`src/rtl/deinterleaver_fsm.sv`:
```
// -----------------------------------------------------------------------------
// deinterleaver_fsm
//
// Control FSM and address generator for the LTE turbo deinterleaver. Soft
// symbols arrive in QPP-interleaved order. Beat i is written to RAM address
// pi(i). Each completed block is then read back sequentially 0..K-1, which
// restores natural order. Two external RAM banks are used ping-pong: the
// writer fills one bank while the reader drains the other. This block drives
// only addresses and enables. The datapath is external.
//
// Optional build macro:
//   DEINT_OVF_FLAG_EN - adds the sticky 'ovf' output. It is set by a beat
//                       offered while ready=0, or by a block aborted with
//                       in_start. Only reset clears it.
//
// Ports:
//   clk         in   clock
//   reset       in   asynchronous, active-high reset
//   block_size  in   1: K=6144, 0: K=1056 (sampled on the start beat)
//   in_start    in   first beat of a block (qualified by in_valid)
//   in_valid    in   input beat present
//   ready       out  writer accepts a beat this cycle
//   wr_en       out  RAM write enable
//   wr_bank     out  bank being written
//   wr_addr     out  write address pi(i)
//   rd_en       out  RAM read enable
//   rd_bank     out  bank being read
//   rd_addr     out  sequential read address
//   out_valid   out  RAM read data valid (rd_en delayed one cycle)
//   out_start   out  with the first out_valid of a block
//   out_end     out  with the last out_valid of a block
//   done        out  one-cycle pulse, the cycle after out_end
//   wstate_w    out  writer state (0 idle, 1 run, 2 full)
//   rstate_w    out  reader state (0 idle, 1 run, 2 drain)
//   ovf         out  sticky overflow/abort flag (DEINT_OVF_FLAG_EN only)
// -----------------------------------------------------------------------------
module deinterleaver_fsm #(
    parameter int ADDR_W = 13
) (
    input  logic              clk,
    input  logic              reset,
    input  logic              block_size,
    input  logic              in_start,
    input  logic              in_valid,
    output logic              ready,
    output logic              wr_en,
    output logic              wr_bank,
    output logic [ADDR_W-1:0] wr_addr,
    output logic              rd_en,
    output logic              rd_bank,
    output logic [ADDR_W-1:0] rd_addr,
    output logic              out_valid,
    output logic              out_start,
    output logic              out_end,
    output logic              done,
    output logic [1:0]        wstate_w,
    output logic [1:0]        rstate_w
`ifdef DEINT_OVF_FLAG_EN
    ,
    output logic              ovf
`endif
);

    localparam logic [ADDR_W-1:0] K_SMALL  = ADDR_W'(1056);
    localparam logic [ADDR_W-1:0] G0_SMALL = ADDR_W'(83);   // (f1+f2) mod K
    localparam logic [ADDR_W-1:0] D_SMALL  = ADDR_W'(132);  // 2*f2 mod K
    localparam logic [ADDR_W-1:0] K_BIG    = ADDR_W'(6144);
    localparam logic [ADDR_W-1:0] G0_BIG   = ADDR_W'(743);
    localparam logic [ADDR_W-1:0] D_BIG    = ADDR_W'(960);

    typedef enum logic [1:0] {W_IDLE = 2'd0, W_RUN = 2'd1, W_FULL = 2'd2} wstate_t;
    typedef enum logic [1:0] {R_IDLE = 2'd0, R_RUN = 2'd1, R_DRAIN = 2'd2} rstate_t;

    // Modular add for operands already reduced below k. A single conditional
    // subtract is enough, so no divider or multiplier is needed.
    function automatic logic [ADDR_W-1:0] mod_add(input logic [ADDR_W-1:0] a,
                                                  input logic [ADDR_W-1:0] b,
                                                  input logic [ADDR_W-1:0] k);
        logic [ADDR_W:0] s;
        s = {1'b0, a} + {1'b0, b};
        if (s >= {1'b0, k})
            s = s - {1'b0, k};
        return s[ADDR_W-1:0];
    endfunction

    wstate_t wstate, wstate_nxt;
    rstate_t rstate, rstate_nxt;

    logic [1:0]        full, full_nxt;
    logic [1:0]        bank_big;      // per-bank block size, 1 = 6144
    logic              kw_big;
    logic              kr_big;
    logic [ADDR_W-1:0] widx, pi, g;
    logic [ADDR_W-1:0] raddr;
    logic [ADDR_W-1:0] kw, dw, kr;
    logic [ADDR_W-1:0] k_new, g0_new, d_new;
    logic              start_beat, run_beat, last_beat, rd_last;
    logic              vld_p1, sop_p1, eop_p1, done_p2;

    assign kw     = kw_big ? K_BIG : K_SMALL;
    assign dw     = kw_big ? D_BIG : D_SMALL;
    assign kr     = kr_big ? K_BIG : K_SMALL;
    assign k_new  = block_size ? K_BIG : K_SMALL;
    assign g0_new = block_size ? G0_BIG : G0_SMALL;
    assign d_new  = block_size ? D_BIG : D_SMALL;

    // An in_start beat always (re)starts a block at address 0 in the current bank.
    assign start_beat = in_valid & in_start & ready;
    assign run_beat   = in_valid & ~in_start & ready & (wstate == W_RUN);
    assign last_beat  = run_beat & (widx == kw - ADDR_W'(1));
    assign rd_last    = (rstate == R_RUN) & (raddr == kr - ADDR_W'(1));

    // ---------------- writer FSM ----------------
    always_ff @(posedge clk or posedge reset) begin
        if (reset)
            wstate <= W_IDLE;
        else
            wstate <= wstate_nxt;
    end

    always_comb begin
        wstate_nxt = wstate;
        case (wstate)
            W_IDLE: begin
                if (start_beat)
                    wstate_nxt = W_RUN;
                else if (full[wr_bank])
                    wstate_nxt = W_FULL;
            end
            W_RUN: begin
                if (start_beat)
                    wstate_nxt = W_RUN;
                else if (last_beat)
                    // Park in W_FULL when the bank we toggle to is still occupied.
                    wstate_nxt = full[~wr_bank] ? W_FULL : W_IDLE;
            end
            W_FULL: begin
                if (start_beat)
                    wstate_nxt = W_RUN;
                else if (!full[wr_bank])
                    wstate_nxt = W_IDLE;
            end
            default: wstate_nxt = W_IDLE;
        endcase
    end

    always_comb begin
        ready = 1'b0;
        case (wstate)
            W_IDLE, W_FULL: ready = ~full[wr_bank];
            W_RUN:          ready = 1'b1;
            default:        ready = 1'b0;
        endcase
        if (reset)
            ready = 1'b0;
        wr_en   = start_beat | run_beat;
        wr_addr = run_beat ? pi : '0;
    end

    // ---------------- reader FSM ----------------
    always_ff @(posedge clk or posedge reset) begin
        if (reset)
            rstate <= R_IDLE;
        else
            rstate <= rstate_nxt;
    end

    always_comb begin
        rstate_nxt = rstate;
        case (rstate)
            R_IDLE:  if (full[rd_bank]) rstate_nxt = R_RUN;
            R_RUN:   if (rd_last)       rstate_nxt = R_DRAIN;
            R_DRAIN:                    rstate_nxt = R_IDLE;
            default:                    rstate_nxt = R_IDLE;
        endcase
    end

    always_comb begin
        rd_en   = (rstate == R_RUN);
        rd_addr = (rstate == R_RUN) ? raddr : '0;
    end

    // Set by the writer and cleared by the reader. They never target the same bank in the same cycle.
    always_comb begin
        full_nxt = full;
        for (int b = 0; b < 2; b++) begin
            if (last_beat && (wr_bank == b[0]))
                full_nxt[b] = 1'b1;
            if (rd_last && (rd_bank == b[0]))
                full_nxt[b] = 1'b0;
        end
    end

    // ---------------- stage p0: address generation and bank bookkeeping ----------------
    always_ff @(posedge clk or posedge reset) begin
        if (reset) begin
            full     <= '0;
            bank_big <= '0;
            kw_big   <= 1'b0;
            kr_big   <= 1'b0;
            wr_bank  <= 1'b0;
            rd_bank  <= 1'b0;
            widx     <= '0;
            pi       <= '0;
            g        <= '0;
            raddr    <= '0;
        end else begin
            full <= full_nxt;
            if (start_beat) begin
                kw_big            <= block_size;
                bank_big[wr_bank] <= block_size;
                widx              <= ADDR_W'(1);
                pi                <= g0_new;                         // pi(1) = g(0)
                g                 <= mod_add(g0_new, d_new, k_new);  // g(1)
            end else if (run_beat) begin
                widx <= widx + ADDR_W'(1);
                pi   <= mod_add(pi, g, kw);
                g    <= mod_add(g, dw, kw);
                if (last_beat)
                    wr_bank <= ~wr_bank;
            end

            if ((rstate == R_IDLE) && full[rd_bank]) begin
                kr_big <= bank_big[rd_bank];
                raddr  <= '0;
            end else if (rstate == R_RUN) begin
                raddr <= raddr + ADDR_W'(1);
                if (rd_last)
                    rd_bank <= ~rd_bank;
            end
        end
    end

    // ---------------- stage p1/p2: read-data qualifiers ----------------
    always_ff @(posedge clk or posedge reset) begin
        if (reset) begin
            vld_p1  <= 1'b0;
            sop_p1  <= 1'b0;
            eop_p1  <= 1'b0;
            done_p2 <= 1'b0;
        end else begin
            vld_p1  <= rd_en;
            sop_p1  <= rd_en & (raddr == '0);
            eop_p1  <= rd_last;
            done_p2 <= eop_p1;
        end
    end

    assign out_valid = vld_p1;
    assign out_start = sop_p1;
    assign out_end   = eop_p1;
    assign done      = done_p2;
    assign wstate_w  = wstate;
    assign rstate_w  = rstate;

`ifdef DEINT_OVF_FLAG_EN
    logic ovf_flag;

    always_ff @(posedge clk or posedge reset) begin
        if (reset)
            ovf_flag <= 1'b0;
        else if ((in_valid & ~ready) | (in_valid & in_start & (wstate == W_RUN)))
            ovf_flag <= 1'b1;
    end

    assign ovf = ovf_flag;
`endif

endmodule

```
`config.mk`:
```
export PLATFORM = sky130hd
export DESIGN_NAME = deinterleaver_fsm
export DESIGN_NICKNAME = d
export VERILOG_FILES = /design/src/rtl/deinterleaver_fsm.sv
export SDC_FILE = /design/constraint.sdc
export NUM_CORES = 1
export LEC_CHECK = 0
export BUFFER_PORTS_ARGS = -buffer_cell sky130_fd_sc_hd__buf_4
export CAP_MARGIN = 20
export CORE_MARGIN = 8
export CORE_UTILIZATION = 60
export CTS_CLUSTER_SIZE = 12
export DETAILED_ROUTE_END_ITERATION = 10
export GPL_ROUTABILITY_DRIVEN = 0
export GPL_TIMING_DRIVEN = 0
export PLACE_DENSITY_LB_ADDON = 0.2
export SLEW_MARGIN = 20
export SYNTH_ARGS = -nofsm -noshare
export SYNTH_HDL_FRONTEND = slang
export SYNTH_SLANG_ARGS = --single-unit
```
`constraint.sdc`:
```
create_clock -name clk -period 5.75 [get_ports clk]
set_input_delay 0.2875 -clock clk [delete_from_list [all_inputs] [get_ports clk]]
set_output_delay 0.2875 -clock clk [all_outputs]
set_load 0.01 [all_outputs]
```
==> results.cfg <==
[worst_setup_path]
path_cells = inv_1 -> ha_1 -> ha_1 -> a311o_1 -> a21o_1 -> a21oi_1 -> nor2_1 -> xor2_1 -> ha_1 -> and3_1 -> a211oi_1 -> a31oi_2 -> mux2i_1 -> a221o_1
crit_top_cell = ha_1
worst_path_dominant_cell_family = compound AO/OA/AOI/OAI gates
cp-start-kind = flip-flop
required_ps = 5970
cp_slowest_cell = dfrtp_1
critical_path.max_stage_delay_ps = 620
cp.arrival_ps = 4710
timing.critical_path.buf_inv = 1
critPathMaxFanout = 9
worstSetupPathType = reg2reg
cp-end-kind = flip-flop

[power]
power_density_nw_per_um2 = 531
total_power_uw = 2870
power_frac_comb = 0.636
p_int_uw = 1540
p_clk_frac = 0.137
ir_worst_vdd_mv = 0.441
p_leak_uw = 0.00252
p_switching_uw = 1330
swShare = 0.463
seqPwrFrac = 0.227

[timing]
rsz0062_at_grt = no
fin_crit_ps = 4490
finalCritPeriodShare = 0.780
finalHoldViolCount = 0
setup-tns-final_ps = 0
relSlewSlack = 0.445
clock_skew_ps = 15.0
fmax_mhz = 223
setup_slack_ps = 1260
tightest_slew_ps = 830
finalSetupViolCount = 0
maxSlewViolCount = 0

[cells_and_area]
layout_commonest_cell = dfrtp_1
register_area_um2 = 1680
areaGrowthSynthToFinish_pct = 14.3
diodes = 0
finalInstanceArea_um2 = 5410
fillers = 676
drive_gt1_frac = 0.142
final_nets = 622
instances_no_fill = 692
final_cell_mix = dfrtp_1, nand2_1, nor2_1
multi_input_area_um2 = 2900

[clocking]
clk_pin_slew_ps = 80
clkLatencyLatePin_ps = 350
cts-resized-gates = 0
cts_tree = yes
clock_sinks = 67
clock_path_buffers = 2
hold_buffers = 1
cts_root_buf = clkbuf_8
htreeDepth = 3
cts_buffers = 9
cts_setup_buffers = 0

[grt]
grt_max_degree = 42
antenna_found_initial = 0
grt-ovfl-total = 0
grtUsageTotal = 0.217
grt_pass1_wl_um = 19900
grt_pass1_vias = 4191

[yosys]
synth_simple_gate_area_frac = 0.227
synth_top_family_by_area = simple AND/OR/NAND/NOR gates
synthMuxAreaShare = 0.0301
synth-xor-area-share = 0.0608
async_reset_ff_frac = 1.00
ys_seq_elements = 67
synth-edff-count = 0
dominantRegCellSynth = dfrtp_1
ys_types = 68
syn_inst = 529
synth_area_um2 = 4740
ys.warnings.count = 0
postSynthNetCount = 566
synth_compound_area_frac = 0.208
synthAdderAreaFrac = 0.0861
synth_seq_area_share = 0.354
syn_avg_cell_area_um2 = 8.95

[placement]
pre_cts_slack_ps = 1340
hpwl_um = 9120
dpl.cell_count = 675
post_dp_cell_area_um2 = 5210
io_buffer_count = 43

[route]
via_count = 4188
first_pass_iters = 4
via_per_inst = 6.05
drtIter0Drc = 271
drc = 0
antenna_left = 0
wl_per_cell_um = 17.2
routed_wl_um = 11900

[run]
drv_cap = 0

[floorplanning]
fp.dieArea_um2 = 11000
ioPinCount = 44
fp.dieW_um = 105
coreArea_um2 = 7690
fp.dieH_um = 105
row_count = 32
initial_utilization = 0.616

[run_status]
status = completed

[min_path]
hp-class = in2reg
[cells in the mapped netlist, drive strengths merged, types with 7 or more instances]
master | n | area (µm²)
a31oi | 7 | 56.3
inv | 18 | 67.6
nor2 | 44 | 165
mux2i | 12 | 120
dfrtp | 67 | 1680
nand3 | 19 | 95.1
nand2 | 48 | 180
ha | 31 | 388
xor2 | 20 | 183
clkbuf | 13 | 48.8
a21oi | 29 | 145
and3 | 15 | 98.8
xnor2 | 12 | 105
a211oi | 8 | 85.1
nand4 | 10 | 62.6
o21ai | 46 | 230
and2 | 29 | 181
[registers in the layout (all words and copies together), names as in the netlist, 2 cells and up]
| name | cells |
|---|---|
| g | 12 |
| widx | 13 |
| full | 2 |
| pi | 13 |
| rstate_w | 2 |
| bank_big | 2 |
| wstate_w | 2 |
| raddr | 13 |
[worst register-to-register path, cell delays in order, from the launching register on]
cell and delay (ps):
dfrtp_1 620, inv_1 310, ha_1 320, ha_1 250, a311o_1 380, a21o_1 200
a21oi_1 280, nor2_1 100, xor2_1 200, ha_1 310, and3_1 200, a211oi_1 470
a31oi_2 220, mux2i_1 200, a221o_1 320
[routing by layer]
metal / share of wire / global-route usage
met1: 0.45 / 0.284
met2: 0.47 / 0.355
met3: 0.063 / 0.0485
met5: 0 / 0
met4: 0.016 / 0.0561
[logic make-up (layout without fill, tap and decap cells)]
group | count (synthesis) | in the layout
AOI/OAI and AO/OA | 141 | 141
xor gates and xnor gates | 32 | 32
adders and majority gates | 32 | 32
buffers and inverters | 36 | 97
DFF | 67 | 67
muxes | 14 | 14
and+or+nand+nor | 207 | 207
[stage by stage]
stage,utilization,hold slack (ps)
3_3_place_gp,0.675,359
2_1_floorplan,-,416
5_1_grt,0.704,196
6_report,0.704,211
3_5_place_dp,0.678,325
4_1_cts,0.704,205
[power groups by stage]
stage / Clock, µW / Sequential (µW) / Combinational [µW]
finish: 392 / 652 / 1830
global route: 420 / 657 / 2000
CTS: 394 / 647 / 1810
detailed placement: 0 / 656 / 1800
global placement: 0 / 652 / 1730
floorplan: 0 / 612 / 1480
[cell type report]
cell class | instances | share of cell area
repair buffers | 45 | 0.0652
well taps | 102 | 0.0236
plain buffers | 17 | 0.0162
clock buffers | 10 | 0.0236
multi-input cells | 426 | 0.536
clock inverters | 6 | 0.0120
flip-flops and latches | 67 | 0.310
inverters | 19 | 0.0136
[path summary, 6_finish.rpt]
kind / start / endpoint / slack (ps) / cells past startpoint
worst min-delay path: block_size / bank_big[0] / 210 / 2
worst min register to register: out_end / done / 400 / 0
max in group asynchronous: reset / raddr[4] / 4690 / 4
worst max-delay path: kw_big / g[5] / 1260 / 14
worst max register to register: kw_big / g[5] / 1260 / 14
min in group asynchronous: reset / widx[2] / 520 / 3
(Power assumes the default switching activity.)
